**src/rtl/runway_pkg.sv**
```systemverilog
// rtl/runway_pkg.sv - shared wind code type for the runway-lights blocks
package runway_pkg;

    typedef enum logic [1:0] {
        WIND_CALM = 2'b00,
        WIND_SW0  = 2'b01,
        WIND_SW1  = 2'b10,
        WIND_BAD  = 2'b11
    } wind_t;

endpackage

```
**src/rtl/switch_debounce.sv**
```systemverilog
// rtl/switch_debounce.sv - two-flop synchroniser plus candidate/counter debouncer
module switch_debounce #(
    parameter int WIDTH           = 2,
    parameter int DEBOUNCE_CYCLES = 4
) (
    input  logic             clk,
    input  logic             reset,
    input  logic [WIDTH-1:0] raw,
    output logic [WIDTH-1:0] value,
    output logic             settle,
    output logic             changing
);

    localparam int CW = $clog2(DEBOUNCE_CYCLES + 1);
    localparam logic [CW-1:0] CNT_MAX  = CW'(DEBOUNCE_CYCLES);
    localparam logic [CW-1:0] CNT_LAST = CW'(DEBOUNCE_CYCLES - 1);

    logic [WIDTH-1:0] sync1;
    logic [WIDTH-1:0] sync2;
    logic [CW-1:0]    cnt;

    // value is the candidate; it follows sync2 one edge late and restarts the count
    always_ff @(posedge clk or posedge reset) begin
        if (reset) begin
            sync1 <= '0;
            sync2 <= '0;
            value <= '0;
            cnt   <= '0;
        end else begin
            sync1 <= raw;
            sync2 <= sync1;
            if (sync2 != value) begin
                value <= sync2;
                cnt   <= '0;
            end else if (cnt < CNT_MAX) begin
                cnt <= cnt + CW'(1);
            end
        end
    end

    assign changing = (sync2 != value);
    // true only on the edge where the count reaches saturation
    assign settle   = !changing && (cnt == CNT_LAST);

endmodule

```
**src/rtl/wind_select_conditioner.sv**
```systemverilog
// rtl/wind_select_conditioner.sv - debounced wind code, change pulse, illegal flag and step enable
module wind_select_conditioner
    import runway_pkg::*;
#(
    parameter int DEBOUNCE_CYCLES = 4,
    parameter int STEP_DIV        = 8
) (
    input  logic       clk,
    input  logic       reset,
    input  logic [1:0] SW,
    output wind_t      wind,
    output logic       wind_change,
    output logic       step,
    output logic       illegal
);

    localparam int PW = $clog2(STEP_DIV);
    localparam logic [PW-1:0] PCNT_LAST = PW'(STEP_DIV - 1);

    logic [1:0]    db_value;
    logic          db_settle;
    logic          db_changing;
    wind_t         cand;
    logic          commit;
    logic [PW-1:0] pcnt;

    switch_debounce #(
        .WIDTH           (2),
        .DEBOUNCE_CYCLES (DEBOUNCE_CYCLES)
    ) u_debounce (
        .clk      (clk),
        .reset    (reset),
        .raw      (SW),
        .value    (db_value),
        .settle   (db_settle),
        .changing (db_changing)
    );

    assign cand   = wind_t'(db_value);
    assign commit = db_settle && (cand != WIND_BAD) && (cand != wind);

    always_ff @(posedge clk or posedge reset) begin
        if (reset) begin
            wind        <= WIND_CALM;
            wind_change <= 1'b0;
            illegal     <= 1'b0;
            step        <= 1'b0;
            pcnt        <= '0;
        end else begin
            wind_change <= commit;
            if (commit) begin
                wind <= cand;
            end

            if (db_settle && cand == WIND_BAD) begin
                illegal <= 1'b1;
            end else if (db_changing && cand == WIND_BAD) begin
                illegal <= 1'b0;
            end

            // a commit re-phases the step cadence to the new wind
            step <= (pcnt == PCNT_LAST) && !commit;
            if (commit || pcnt == PCNT_LAST) begin
                pcnt <= '0;
            end else begin
                pcnt <= pcnt + PW'(1);
            end
        end
    end

endmodule

```
**config.mk**
```make
export PLATFORM = sky130hd
export DESIGN_NAME = wind_select_conditioner
export DESIGN_NICKNAME = d
export VERILOG_FILES = /design/src/rtl/runway_pkg.sv /design/src/rtl/switch_debounce.sv /design/src/rtl/wind_select_conditioner.sv
export SDC_FILE = /design/constraint.sdc
export NUM_CORES = 1
export LEC_CHECK = 0
export CAP_MARGIN = 20
export CORE_AREA = 2 2 39 41
export DETAILED_ROUTE_END_ITERATION = 16
export DIE_AREA = 0 0 41 43
export GPL_ROUTABILITY_DRIVEN = 0
export GPL_TIMING_DRIVEN = 0
export MAX_ROUTING_LAYER = met4
export PLACE_DENSITY = 0.7
export SLEW_MARGIN = 20
export SYNTH_ARGS = -nofsm -noshare
export SYNTH_HDL_FRONTEND = slang
export SYNTH_SLANG_ARGS = --single-unit
```
**constraint.sdc**
```tcl
create_clock -name clk -period 1.81 [get_ports clk]
set_input_delay 0.543 -clock clk [delete_from_list [all_inputs] [get_ports clk]]
set_output_delay 0.543 -clock clk [all_outputs]
set_load 0.1 [all_outputs]
```
**Yosys cells after proc, flatten, opt, wreduce, memory -nomap -nowiden**

Index checks and enable logic that the tools add are counted.

- Flip-flop bits (word level): 17
- Bits in latches: 0
- RAM bits: 0
- Memory bits (read-only): 0
- Input bits: 4
- Output and inout bits: 5
- Logic and storage cells: 34
- Memories kept: 0

- $add $sub $neg: 2
- $mul: 0
- Div/mod/pow operators: 0
- Magnitude comparators: 1
- Equality and inequality tests: 6
- Shifts and indexed selects: 0
- Muxes and demuxes: 5
- Bitwise logic cells: 0
- Reduce and logical (&&, ||, !) cells: 11

Operators with widths:

| cell | number |
|---|---|
| $mux W3 | 3 |
| $add A3 B1 Y3 const B | 2 |
| $logic_and A1 B1 Y1 | 6 |
| $ne A2 B2 Y1 | 2 |
| $reduce_bool A2 Y1 | 2 |
| $eq A3 B2 Y1 const B | 1 |
| $eq A3 B3 Y1 const B | 1 |
| $lt A3 B3 Y1 const B | 1 |
| $eq A2 B2 Y1 const B | 1 |
| $logic_not A1 Y1 | 2 |
| $mux W1 | 2 |
| $ne A2 B2 Y1 const B | 1 |
| $logic_or A1 B1 Y1 | 1 |

**Longest topological paths before layout**

- Depth in word-level cells: 7
- Gate-level depth with buffers: 5
- Depth with buffers taken out: 5

**Hierarchy**

A second synthesis with hierarchy kept.

- Cell total of the unflattened synthesis: 52
- Area, all modules: 719.4 um^2

Modules (own cells, without submodules):

| module | times used | cells an instance | area an instance (um^2) |
|---|---|---|---|
| wind_select_conditioner | 1 | 28 | 386.6 |
| switch_debounce | 1 | 24 | 332.8 |

**Worst setup path after synthesis**

No wires, ideal clock.

- Kind: flip-flop to flip-flop
- From: register wind[0]
- To: register pcnt[1]
- Data arrival time: 1.465 ns
- Data required time: 1.722 ns
- Path slack: 0.257 ns
- Cell stages (with the launch flop): 5
- Clock period less this slack: 1.553 ns
- Cells stage by stage: dfrtp_1 -> nor2b_1 -> o21bai_1 -> a21oi_2 -> nor3b_1

- Cells in the longest elaborated chain, start to end: 4

Ends and longest elaborated chain:

| element | line | source |
|---|---|---|
| from (decl) | wind_select_conditioner.sv:11 | `output wind_t wind,` |
| from (signal assigned) | wind_select_conditioner.sv:52 | `wind <= cand;` |
| $ne A2 B2 Y1 | wind_select_conditioner.sv:40 | `assign commit = db_settle && (cand != WIND_BAD) && (cand != wind);` |
| $logic_and A1 B1 Y1 | wind_select_conditioner.sv:40 |  |
| via commit | wind_select_conditioner.sv:24 | `logic commit;` |
| $logic_or A1 B1 Y1 | wind_select_conditioner.sv:63 | `if (commit \|\| pcnt == PCNT_LAST) begin` |
| $mux W3 | wind_select_conditioner.sv:63 |  |
| to (signal assigned) | wind_select_conditioner.sv:66 | `pcnt <= pcnt + PW'(1);` |
| to (decl) | wind_select_conditioner.sv:25 | `logic [PW-1:0] pcnt;` |

The timed path passes the listed nets, and every way through them passes these cells.
A chain may end at the register's enable or synchronous reset.

**Worst setup path after layout**

- From: register illegal
- To: output port illegal

RTL lines:

| element | line | source |
|---|---|---|
| from (decl) | wind_select_conditioner.sv:14 | `output logic illegal` |
| from (signal assigned) | wind_select_conditioner.sv:46 | `illegal <= 1'b0;` |
| from (signal assigned) | wind_select_conditioner.sv:56 | `illegal <= 1'b1;` |
| from (signal assigned) | wind_select_conditioner.sv:58 | `illegal <= 1'b0;` |

No word-level cell between the ends.

==> flow_summary.ini <==
[status]
status = completed

[timing]
slew-limit-headroom_pct = 59.95
rsz0062_at_grt = no
fmax_mhz = 576.6
hold_viol_final = 0
finalCritPeriodShare_pct = 95.82
slew_violations = 0
finalClockSkew_ps = 4.444
tightest_slew_ps = 600.1
whs_ps = 364.5
fin_tns_setup_ps = 0
min_period_ps = 1734
finalSetupViolCount = 0
worst_slack_ps = 75.68

[power_and_ir_drop]
cellLeakagePower_nw = 0.3675
switching_share_pct = 29.59
intPower_uw = 538.2
power_frac_seq_pct = 56.7
powerDensity_nw_per_um2 = 987.0
clkPwrFrac_pct = 25.9
switchingPower_uw = 226.2
max-vdd-ir-drop_mv = 0.4772
combinationalPowerShare_pct = 17.4

[routing]
vias = 400
wl_per_cell_microns = 11.92
drtIter0Drc = 9
dr.pass1.iters = 4
routed_wirelength_microns = 918
vias_per_cell = 5.195
ant_nets = 0
drcViolationCount = 0

[critical_path]
cp_slowest_cell = clkdlybuf4s15_2
critPathArrivalTime_ps = 1190
startpoint = illegal$_DFFE_PP0P_
worst_ep_required_time_ps = 1270
path_max_fanout = 2
path_cells = clkdlybuf4s15_2
cpPeakStageDelay_ps = 550
criticalPathCategory = register to output pin
worst-path-buf-inv = 1
critPathLaunchType = register
cp_top_family = buffers and inverters
end_kind = output pin
reg2reg_from = u_debounce.value[1]$_DFFE_PP0P_

[clocking]
insertion_delay_ps = 290
post_cts_buffers = 0
cts_max_level = 1
cts.sinks = 17
cts_root_buf = clkbuf_4
cts_hold_buf = 0
clk_path_buf_depth = 2
clkTransAtPathRegs_ps = 100
cts-buffers-inserted = 3
cts_tree = done

[synth]
postSynthCellCount = 49
synth_top_area_cell = dfrtp_1
synth.distinct_cells = 18
syn_area_per_cell_sq_um = 13.33
yosysWarnings = 0
synth_top_area_share_pct = 65.13
synthFlopType = dfrtp_1
ys_seq_elements = 17
ys_async_sr_fraction_pct = 100.0
synth_area_leaders = dfrtp_1, ha_1, nor2b_1
yosys-top-cells-count = dfrtp_1, ha_1, nor2_1
yosysMostFrequentCell = dfrtp_1
synthesis.area_sq_um = 653.1
ys_seq_area_share_pct = 65.13
synth_edf_count = 0
synth_fp_nets = 57

[floorplanning]
dieHeight_microns = 43
core-area_sq_um = 1384
die-area_sq_um = 1763
io_pins = 9
start_util_pct = 47.20
die_x_microns = 41
rows = 14

[global_route]
grt_max_degree = 18
overflow = 0
grt_pass1_wl_microns = 1642
antenna_found_initial = 0
grt_pass1_vias = 415
grt_use_total_pct = 14.98

[final_layout]
synthToLayoutAreaGrowth_pct = 18.58
drive_gt1_share_pct = 18.03
fin_nets = 70
num_antenna_cells = 0

[worst_hold_path]
hp-start = u_debounce.sync1[0]$_DFF_PP0_
min_path_type = register to register

[placed_design]
dp_slack_ps = -268.3
port-buffer-count = 8
dp_hpwl_microns = 634.5

[flow_run]
maxCapViolations = 0
worst paths after layout:
path	slack (ps)	end	depth (start not counted)
max in group asynchronous	810	wind[1]$_DFFE_PP0P_	2
min	360	u_debounce.sync2[0]$_DFF_PP0_	0
min reg2reg	360	u_debounce.sync2[0]$_DFF_PP0_	0
min in group asynchronous	610	u_debounce.sync1[0]$_DFF_PP0_	2
max reg2reg	500	pcnt[1]$_DFF_PP0_	4
max	80	illegal	1
final cells by class:
type / count / area, sq um
clock buffer: 3 / 22.52
fill: 126 / 609.3
timing repair buffer: 8 / 73.82
buffer: 2 / 7.507
tap: 16 / 20.02
sequential: 17 / 425.4
clock inverter: 1 / 5.005
inverter: 2 / 7.507
multi-input combinational: 28 / 212.7
logic make-up after synthesis:
kind of cell / synth area share [%]
mux: 1.533
compound gates: 9.003
xor+xnor: 4.024
flops: 65.13
buf+inv: 2.300
fa+ha+maj: 7.663
simple gates: 10.34
state kept, by name, indices dropped and copies added (netlist names):
name and count:
pcnt 3, u_debounce.cnt 3, u_debounce.sync1 2, wind_change 1, illegal 1, wind 2
u_debounce.value 2, step 1, u_debounce.sync2 2
layout by cell type (no fill, tap or decap):
| cell | instances |
|---|---|
| clkbuf_1 | 2 |
| o22a_1 | 2 |
| nor3_1 | 1 |
| nand2_1 | 1 |
| ha_1 | 4 |
| clkbuf_4 | 3 |
| a21oi_2 | 1 |
| mux2i_1 | 1 |
| inv_1 | 2 |
| nor2_1 | 4 |
| dfrtp_1 | 17 |
| clkdlybuf4s50_1 | 3 |
| buf_2 | 2 |
| a31oi_1 | 2 |
| nor3b_1 | 2 |
| clkinv_2 | 1 |
| o21bai_1 | 2 |
| xor2_1 | 1 |
| clkdlybuf4s15_2 | 3 |
| nor2b_1 | 3 |
| xnor2_1 | 2 |
| nand3_2 | 1 |
| a21oi_1 | 1 |
metal layers:
layer / GRT usage (%) / share of wire [%]
met1: 17.14 / 45
met2: 22.50 / 49
met3: 4.712 / 4.9
met4: 8.000 / 1.3
met5: - / 0
stage by stage:
step	power, mW	std cells	utilization, %	cell area, sq um
5_1_grt	0.8055	77	55.97	774.5
6_report	0.7644	77	55.97	774.5
3_5_place_dp	0.5795	73	54.43	753.2
2_1_floorplan	0.5435	49	-	653.1
3_3_place_gp	0.5729	73	54.43	753.2
4_1_cts	0.7779	77	56.33	779.5
power by group through the flow:
stage                     combinational [mW]  clock (mW)  sequential (mW)
after global placement                 0.135           0            0.438
after global routing                   0.148       0.220            0.438
after detailed placement               0.139           0            0.441
final                                  0.133       0.198            0.433
after CTS                              0.139       0.206            0.433
after floorplan                       0.0563           0            0.487
what timing repair did:
item | CTS | global route
pin swaps | 0 | 0
gates resized for setup | 18 | 1
endpoints found under the setup margin | 5 | 1
No activity file was read; power rests on OpenSTA's default activity.
